[config.mk]
export PLATFORM = sky130hd
export DESIGN_NAME = mult_accum_multi
export DESIGN_NICKNAME = d
export VERILOG_FILES = /design/src/rtl/mult_accum_multi.sv
export SDC_FILE = /design/constraint.sdc
export NUM_CORES = 2
export LEC_CHECK = 0
export CAP_MARGIN = 40
export CORE_MARGIN = 2
export CORE_UTILIZATION = 60
export CTS_CLUSTER_SIZE = 16
export DETAILED_ROUTE_END_ITERATION = 8
export PLACE_DENSITY = 0.78
export RECOVER_POWER = 50
export SLEW_MARGIN = 20
export SYNTH_ARGS = -nofsm -noshare
export SYNTH_HDL_FRONTEND = slang
export SYNTH_SLANG_ARGS = --single-unit
[constraint.sdc]
create_clock -name clk -period 16.79 [get_ports clk]
set_input_delay 3.358 -clock clk [delete_from_list [all_inputs] [get_ports clk]]
set_output_delay 3.358 -clock clk [all_outputs]
set_load 0.005 [all_outputs]
[src/rtl/mult_accum_multi.sv]
// Multi-channel multiply-accumulate: acc[ch] = {acc +/- a*b | +/- a*b}, NUM_CH independent channels.
// Latency: op accepted at edge t lands in its channel at edge t+2; readout strobes one cycle after request.
// Backpressure: in_ready drops only while a clear_all sequence drains the pipe and zeroes the channels.
//
// Ports:
//   clk, rst                  clock, asynchronous active-high reset
//   in_valid/in_ready         operation handshake; in_ch, in_a, in_b, in_signed, in_sub, in_load
//   clear_all                 zero every channel (honoured in IDLE only)
//   rd_req, rd_ch             readout request; rd_valid, rd_data, rd_ovf the one-cycle result
//   busy                      clear sequence in progress
// Build option: define MULT_ACCUM_SAT_EN for saturating arithmetic with per-channel sticky
// overflow bits; without it arithmetic wraps and rd_ovf is tied low.
// ACC_W must be at least 2*DATA_W so a full product always fits in the accumulator.
module mult_accum_multi #(
    parameter int  DATA_W = 16,
    parameter int  ACC_W  = 32,
    parameter int  NUM_CH = 4,
    localparam int CH_W   = $clog2(NUM_CH)
) (
    input  logic              clk,
    input  logic              rst,
    input  logic              in_valid,
    output logic              in_ready,
    input  logic [CH_W-1:0]   in_ch,
    input  logic [DATA_W-1:0] in_a,
    input  logic [DATA_W-1:0] in_b,
    input  logic              in_signed,
    input  logic              in_sub,
    input  logic              in_load,
    input  logic              clear_all,
    input  logic              rd_req,
    input  logic [CH_W-1:0]   rd_ch,
    output logic              rd_valid,
    output logic [ACC_W-1:0]  rd_data,
    output logic              rd_ovf,
    output logic              busy
);

    localparam int PROD_W = 2 * DATA_W;
`ifdef MULT_ACCUM_SAT_EN
    // Two guard bits: enough headroom for acc +/- product in either signedness.
    localparam int ARITH_W = ACC_W + 2;
    localparam logic signed [ARITH_W-1:0] SMAX = {3'b000, {(ACC_W-1){1'b1}}};
    localparam logic signed [ARITH_W-1:0] SMIN = {3'b111, {(ACC_W-1){1'b0}}};
    localparam logic signed [ARITH_W-1:0] UMAX = {2'b00, {ACC_W{1'b1}}};
`else
    localparam int ARITH_W = ACC_W;
`endif
    localparam logic [CH_W-1:0] LAST_IDX = CH_W'(NUM_CH - 1);

    typedef enum logic [1:0] {
        ST_IDLE  = 2'd0,
        ST_DRAIN = 2'd1,
        ST_CLEAR = 2'd2
    } state_t;

    // Non-power-of-two channel counts leave unused encodings of in_ch/rd_ch.
    function automatic logic ch_in_range(input logic [CH_W-1:0] ch);
        return (32'(ch) < NUM_CH);
    endfunction

    // ------------------------------------------------------------------
    // State
    // ------------------------------------------------------------------
    state_t              state_q, state_d;
    logic [CH_W-1:0]     clr_idx_q, clr_idx_d;
    logic                live_q;            // low while in reset, high from the first edge after

    logic                s1_vld_q, s1_vld_d;
    logic [CH_W-1:0]     s1_ch_q, s1_ch_d;
    logic [PROD_W-1:0]   s1_prod_q, s1_prod_d;
    logic                s1_sgn_q, s1_sgn_d;
    logic                s1_sub_q, s1_sub_d;
    logic                s1_load_q, s1_load_d;

    logic                s2_vld_q, s2_vld_d;
    logic [CH_W-1:0]     s2_ch_q, s2_ch_d;
    logic signed [ARITH_W-1:0] s2_ext_q, s2_ext_d;
    logic                s2_sgn_q, s2_sgn_d;
    logic                s2_sub_q, s2_sub_d;
    logic                s2_load_q, s2_load_d;

    logic [ACC_W-1:0]    acc_q [NUM_CH];
    logic [ACC_W-1:0]    acc_d [NUM_CH];

    logic                rd_vld_q, rd_vld_d;
    logic [ACC_W-1:0]    rd_data_q, rd_data_d;

    logic                accept;
    logic [PROD_W-1:0]   op_a_x, op_b_x, prod;

    logic signed [ARITH_W-1:0] cur_x, res_x;
    logic [ACC_W-1:0]    upd_val;

    // ------------------------------------------------------------------
    // Control FSM: IDLE accepts ops; DRAIN waits for the pipe to empty;
    // CLEAR zeroes one channel per cycle.
    // ------------------------------------------------------------------
    always_comb begin
        state_d   = state_q;
        clr_idx_d = clr_idx_q;
        in_ready  = 1'b0;
        busy      = 1'b0;
        unique case (state_q)
            ST_IDLE: begin
                in_ready = live_q;
                if (clear_all) begin
                    state_d = ST_DRAIN;
                end
            end
            ST_DRAIN: begin
                busy = 1'b1;
                // Nothing is accepted here, so once stage 1 is empty the stage-2
                // write (if any) completes on this edge and the pipe is empty after it.
                if (!s1_vld_q) begin
                    state_d   = ST_CLEAR;
                    clr_idx_d = '0;
                end
            end
            ST_CLEAR: begin
                busy = 1'b1;
                if (clr_idx_q == LAST_IDX) begin
                    state_d   = ST_IDLE;
                    clr_idx_d = '0;
                end else begin
                    clr_idx_d = clr_idx_q + 1'b1;
                end
            end
            default: begin
                state_d = ST_IDLE;
            end
        endcase
    end

    assign accept = in_valid && in_ready;

    // ------------------------------------------------------------------
    // Stage 1: multiply. Both operands are extended to the product width
    // so a single unsigned multiplier yields the correct low 2*DATA_W bits
    // for either signedness.
    // ------------------------------------------------------------------
    always_comb begin
        if (in_signed) begin
            op_a_x = {{DATA_W{in_a[DATA_W-1]}}, in_a};
            op_b_x = {{DATA_W{in_b[DATA_W-1]}}, in_b};
        end else begin
            op_a_x = {{DATA_W{1'b0}}, in_a};
            op_b_x = {{DATA_W{1'b0}}, in_b};
        end
        prod = op_a_x * op_b_x;
    end

    always_comb begin
        // Out-of-range channels are accepted but never enter the pipe.
        s1_vld_d  = accept && ch_in_range(in_ch);
        s1_ch_d   = s1_ch_q;
        s1_prod_d = s1_prod_q;
        s1_sgn_d  = s1_sgn_q;
        s1_sub_d  = s1_sub_q;
        s1_load_d = s1_load_q;
        if (s1_vld_d) begin
            s1_ch_d   = in_ch;
            s1_prod_d = prod;
            s1_sgn_d  = in_signed;
            s1_sub_d  = in_sub;
            s1_load_d = in_load;
        end

        // Stage 2 register: product extended to the arithmetic width.
        s2_vld_d  = s1_vld_q;
        s2_ch_d   = s2_ch_q;
        s2_ext_d  = s2_ext_q;
        s2_sgn_d  = s2_sgn_q;
        s2_sub_d  = s2_sub_q;
        s2_load_d = s2_load_q;
        if (s1_vld_q) begin
            s2_ch_d   = s1_ch_q;
            s2_sgn_d  = s1_sgn_q;
            s2_sub_d  = s1_sub_q;
            s2_load_d = s1_load_q;
            if (s1_sgn_q) begin
                s2_ext_d = ARITH_W'($signed(s1_prod_q));
            end else begin
                s2_ext_d = ARITH_W'(s1_prod_q);
            end
        end
    end

    // ------------------------------------------------------------------
    // Stage 2: read-modify-write of the target channel in a single cycle,
    // so back-to-back ops to one channel need no forwarding.
    // ------------------------------------------------------------------
`ifdef MULT_ACCUM_SAT_EN
    logic upd_clamp;
`endif

    always_comb begin
        if (s2_sgn_q) begin
            cur_x = ARITH_W'($signed(acc_q[s2_ch_q]));
        end else begin
            cur_x = ARITH_W'(acc_q[s2_ch_q]);
        end

        if (s2_load_q) begin
            res_x = s2_sub_q ? -s2_ext_q : s2_ext_q;
        end else begin
            res_x = s2_sub_q ? (cur_x - s2_ext_q) : (cur_x + s2_ext_q);
        end

        upd_val = res_x[ACC_W-1:0];
`ifdef MULT_ACCUM_SAT_EN
        upd_clamp = 1'b0;
        if (s2_sgn_q) begin
            if (res_x > SMAX) begin
                upd_val   = SMAX[ACC_W-1:0];
                upd_clamp = 1'b1;
            end else if (res_x < SMIN) begin
                upd_val   = SMIN[ACC_W-1:0];
                upd_clamp = 1'b1;
            end
        end else begin
            if (res_x > UMAX) begin
                upd_val   = UMAX[ACC_W-1:0];
                upd_clamp = 1'b1;
            end else if (res_x[ARITH_W-1]) begin
                upd_val   = '0;
                upd_clamp = 1'b1;
            end
        end
`endif
    end

    always_comb begin
        for (int i = 0; i < NUM_CH; i++) begin
            acc_d[i] = acc_q[i];
        end
        if (s2_vld_q) begin
            acc_d[s2_ch_q] = upd_val;
        end
        // The pipe is always empty in CLEAR, so the two writes never collide.
        if (state_q == ST_CLEAR) begin
            acc_d[clr_idx_q] = '0;
        end
    end

    // ------------------------------------------------------------------
    // Readout: returns the channel value as it stands after this edge,
    // hence taken from the next-state array (includes the stage-2 write).
    // ------------------------------------------------------------------
    always_comb begin
        rd_vld_d  = rd_req;
        rd_data_d = rd_data_q;
        if (rd_req) begin
            if (ch_in_range(rd_ch)) begin
                rd_data_d = acc_d[rd_ch];
            end else begin
                rd_data_d = '0;
            end
        end
    end

    always_ff @(posedge clk or posedge rst) begin
        if (rst) begin
            state_q   <= ST_IDLE;
            clr_idx_q <= '0;
            live_q    <= 1'b0;
            s1_vld_q  <= 1'b0;
            s1_ch_q   <= '0;
            s1_prod_q <= '0;
            s1_sgn_q  <= 1'b0;
            s1_sub_q  <= 1'b0;
            s1_load_q <= 1'b0;
            s2_vld_q  <= 1'b0;
            s2_ch_q   <= '0;
            s2_ext_q  <= '0;
            s2_sgn_q  <= 1'b0;
            s2_sub_q  <= 1'b0;
            s2_load_q <= 1'b0;
            rd_vld_q  <= 1'b0;
            rd_data_q <= '0;
            for (int i = 0; i < NUM_CH; i++) begin
                acc_q[i] <= '0;
            end
        end else begin
            state_q   <= state_d;
            clr_idx_q <= clr_idx_d;
            live_q    <= 1'b1;
            s1_vld_q  <= s1_vld_d;
            s1_ch_q   <= s1_ch_d;
            s1_prod_q <= s1_prod_d;
            s1_sgn_q  <= s1_sgn_d;
            s1_sub_q  <= s1_sub_d;
            s1_load_q <= s1_load_d;
            s2_vld_q  <= s2_vld_d;
            s2_ch_q   <= s2_ch_d;
            s2_ext_q  <= s2_ext_d;
            s2_sgn_q  <= s2_sgn_d;
            s2_sub_q  <= s2_sub_d;
            s2_load_q <= s2_load_d;
            rd_vld_q  <= rd_vld_d;
            rd_data_q <= rd_data_d;
            for (int i = 0; i < NUM_CH; i++) begin
                acc_q[i] <= acc_d[i];
            end
        end
    end

    assign rd_valid = rd_vld_q;
    assign rd_data  = rd_data_q;

`ifdef MULT_ACCUM_SAT_EN
    // Sticky overflow per channel: set by any clamped update, cleared by
    // reset, the clear sequence, or a load (which may itself set it again).
    logic ovf_q [NUM_CH];
    logic ovf_d [NUM_CH];
    logic rd_ovf_q, rd_ovf_d;

    always_comb begin
        for (int i = 0; i < NUM_CH; i++) begin
            ovf_d[i] = ovf_q[i];
        end
        if (s2_vld_q) begin
            ovf_d[s2_ch_q] = (s2_load_q ? 1'b0 : ovf_q[s2_ch_q]) | upd_clamp;
        end
        if (state_q == ST_CLEAR) begin
            ovf_d[clr_idx_q] = 1'b0;
        end
        rd_ovf_d = rd_ovf_q;
        if (rd_req) begin
            rd_ovf_d = ch_in_range(rd_ch) ? ovf_d[rd_ch] : 1'b0;
        end
    end

    always_ff @(posedge clk or posedge rst) begin
        if (rst) begin
            rd_ovf_q <= 1'b0;
            for (int i = 0; i < NUM_CH; i++) begin
                ovf_q[i] <= 1'b0;
            end
        end else begin
            rd_ovf_q <= rd_ovf_d;
            for (int i = 0; i < NUM_CH; i++) begin
                ovf_q[i] <= ovf_d[i];
            end
        end
    end

    assign rd_ovf = rd_ovf_q;
`else
    assign rd_ovf = 1'b0;
`endif

endmodule

==> reports/summary.txt <==
post-route ant nets: 0
antenna fix cells: 0
WHS Path Cells: 2
die height: 215 um
CP max stage delay: 0.96 ns
total congestion overflow: 0
Reg2Reg Depth: 16
CP Class: primary input to register
Max clock buf depth: 3
initial drt markers: 1,627
Final setup viols: 0
Avg Cell Area, Syn: 9.62 um^2
setup TNS: 0 ns
vias per inst: 5.94
hold buffer count at cts: 0
CTS tree: built
worst-path fanout max: 23
post-layout min period: 11.34 ns
gpl congestion: 0.926
pin count of the biggest net entering global routing: 96
port buffer count: 78
worst-margin pin slew: 4.19 ns
Synth cell types: 79
Post-Syn Area: 26,800 um^2
Min-Delay Endpoint: s1_prod_q[7]
DRT Wirelength: 65,200 um
Top FF cell, synth: dfrtp_1
Core Rows: 77
wire length per cell: 19.3 um
# IOs: 80
YS warnings: 0
max-cap viol count: 6
hold path startpoint: s1_prod_q[7]
PostCTS Resize Cnt: 0
status: finished, violations left
Clock Sinks: 240
Post-synth EDFFs: 0
first-pass GRT wire length: 109,000 um
CP most frequent cell: fa_1
DR vias: 20,000
crit end category: register
WP data arrival: 11.64 ns
Tcrit/Tclk final: 0.676
Die W: 215 um
final hold viol count: 0
die area: 46,400 um^2
reg-to-reg endpoint: rd_data[24]
clk_lat worst skew: 0.52 ns
H-tree levels: 1
Non-Filler Instances: 3,372
CP startpoint kind: primary input
initial antenna violation count: 0
Syn-to-layout area delta: 7.35%
cells after synthesis: 2,788
Initial Util: 0.608
#FFs+latches synth: 240
Worst-path clk slew: 0.06 ns
All-Layer GR Usage: 0.290
vias in the first global route: 21,300
fraction of registers with async set/reset: 1.00
Placed Cells: 3,330
failing checks: max-capacitance violations, max-slew violations
# DRC: 0
Slowest cell on crit path: clkdlybuf4s50_1
RR Startpoint: s2_ch_q[0]
final clock skew: 0.0151 ns
Seq/Total Area, Yosys: 0.224
FMAX: 0.0882 GHz
unrepaired setup endpoints after global routing: false
Num CTS Buffers: 22
Post-Syn Nets: 3,336
Req. time, crit path: 17.09 ns
worst relative slew slack: -1.81
fin nets: 3,313
post-CTS setup buffer count: 0
core area: 44,100 um^2
fraction of layout cells with a size suffix above 1: 0.0734
fin. max-slew vios: 344
first-pass iteration count of the detailed router: 6
root buffer cell: clkbuf_16
flop2flop setup slack: 9.61 ns
worst min path class: register to register
HPWL after DPL: 50,700 um
==> critical path: cells and delay by family <==
family	cells	cell delay, ns
adders and majority gates	9	4.68
xor gates and xnor gates	1	0.15
and+or+nand+nor	4	0.68
buffers and inverters	7	1.52
AOI/OAI and AO/OA	6	1.24
==> cells in the mapped netlist, types with 27 or more instances <==
cell type | n | area [um^2]
nand2_1 | 299 | 1120
inv_1 | 354 | 1330
ha_1 | 165 | 2060
mux2_2 | 67 | 754
o21ai_0 | 93 | 465
and3_1 | 27 | 169
nor2_1 | 179 | 672
dfrtp_1 | 240 | 6010
fa_1 | 339 | 6790
xor2_1 | 37 | 324
a211oi_1 | 67 | 503
mux4_2 | 48 | 1080
and2_1 | 187 | 1170
a21oi_1 | 144 | 721
clkbuf_1 | 137 | 514
xnor2_1 | 108 | 946
==> registers in the layout (all words and copies together), names as in the netlist, 2 cells and up <==
| register | flops |
|---|---|
| clr_idx_q | 2 |
| s2_ext_q | 32 |
| state_q | 2 |
| acc_q | 128 |
| s2_ch_q | 2 |
| s1_prod_q | 32 |
| rd_data | 32 |
| s1_ch_q | 2 |
==> worst max path at each step <==
stage / start / to / slack [ns]
after detailed placement: in_signed / s1_prod_q[31] / 5.00
after global placement: in_signed / s1_prod_q[31] / 5.32
after floorplan: in_signed / s1_prod_q[31] / 6.48
final: in_signed / s1_prod_q[31] / 5.45
after global routing: in_signed / s1_prod_q[31] / 4.82
after CTS: in_signed / s1_prod_q[31] / 5.54
==> stage by stage <==
| step | instance area (um^2) | setup slack [ns] | hold slack [ns] | util |
|---|---|---|---|---|
| floorplan | 26800 | 6.48 | 0.352 | - |
| global placement | 27900 | 5.32 | 0.455 | 0.633 |
| detailed placement | 28000 | 5.00 | 0.462 | 0.635 |
| CTS | 28800 | 5.54 | 0.482 | 0.653 |
| global route | 28800 | 4.82 | 0.513 | 0.653 |
| finish | 28800 | 5.45 | 0.480 | 0.653 |
==> metal layers <==
metal,share of wire,track usage
met3,0.079,0.0350
met1,0.40,0.382
met4,0.030,0.0970
met5,0,0
met2,0.49,0.501
==> logic make-up (layout without fill, tap and decap cells) <==
family / after synthesis / after routing / synth area share
DFF: 240 / 240 / 0.224
muxes: 127 / 127 / 0.0729
adders and majority gates: 504 / 504 / 0.330
AOI/OAI and AO/OA: 456 / 456 / 0.108
xor gates and xnor gates: 145 / 145 / 0.0473
and+or+nand+nor: 804 / 804 / 0.145
buffers and inverters: 510 / 502 / 0.0721
other: 2 / 2 / 0.000280
==> final cells by class <==
type / instances / area, um^2
inverters: 354 / 1330
flip-flops and latches: 240 / 6010
clock inverters: 6 / 130
fillers: 3515 / 15300
multi-input cells: 2038 / 18900
well taps: 592 / 741
repair buffers: 109 / 1040
clock buffers: 33 / 653
==> cells in the final DEF (no fill, tap or decap), types with 8 or more instances in the layout <==
cell / netlist / routed
mux2i_1: 12 / 12
buf_4: 1 / 18
nor3_1: 24 / 24
a31oi_1: 10 / 10
nand4_1: 8 / 8
o21bai_1: 9 / 9
clkdlybuf4s50_1: 0 / 74
fa_1: 339 / 339
a21o_1: 21 / 21
ha_1: 165 / 165
nand2b_1: 21 / 21
o21ai_0: 93 / 96
and2_1: 187 / 187
mux2_2: 67 / 67
a211oi_1: 67 / 67
clkbuf_16: 0 / 23
clkbuf_1: 137 / 13
inv_1: 354 / 353
nand3b_1: 8 / 8
mux4_2: 48 / 48
a21oi_1: 144 / 144
and3_1: 27 / 27
nand3_1: 14 / 14
nand2_1: 299 / 298
nor2_1: 179 / 177
xnor2_1: 108 / 108
o21a_1: 19 / 19
xor2_1: 37 / 37
dfrtp_1: 240 / 237
Power is left out: the tool's default activity adds up to more than one toggle a clock period on the data nets, which glitch-free logic cannot reach.
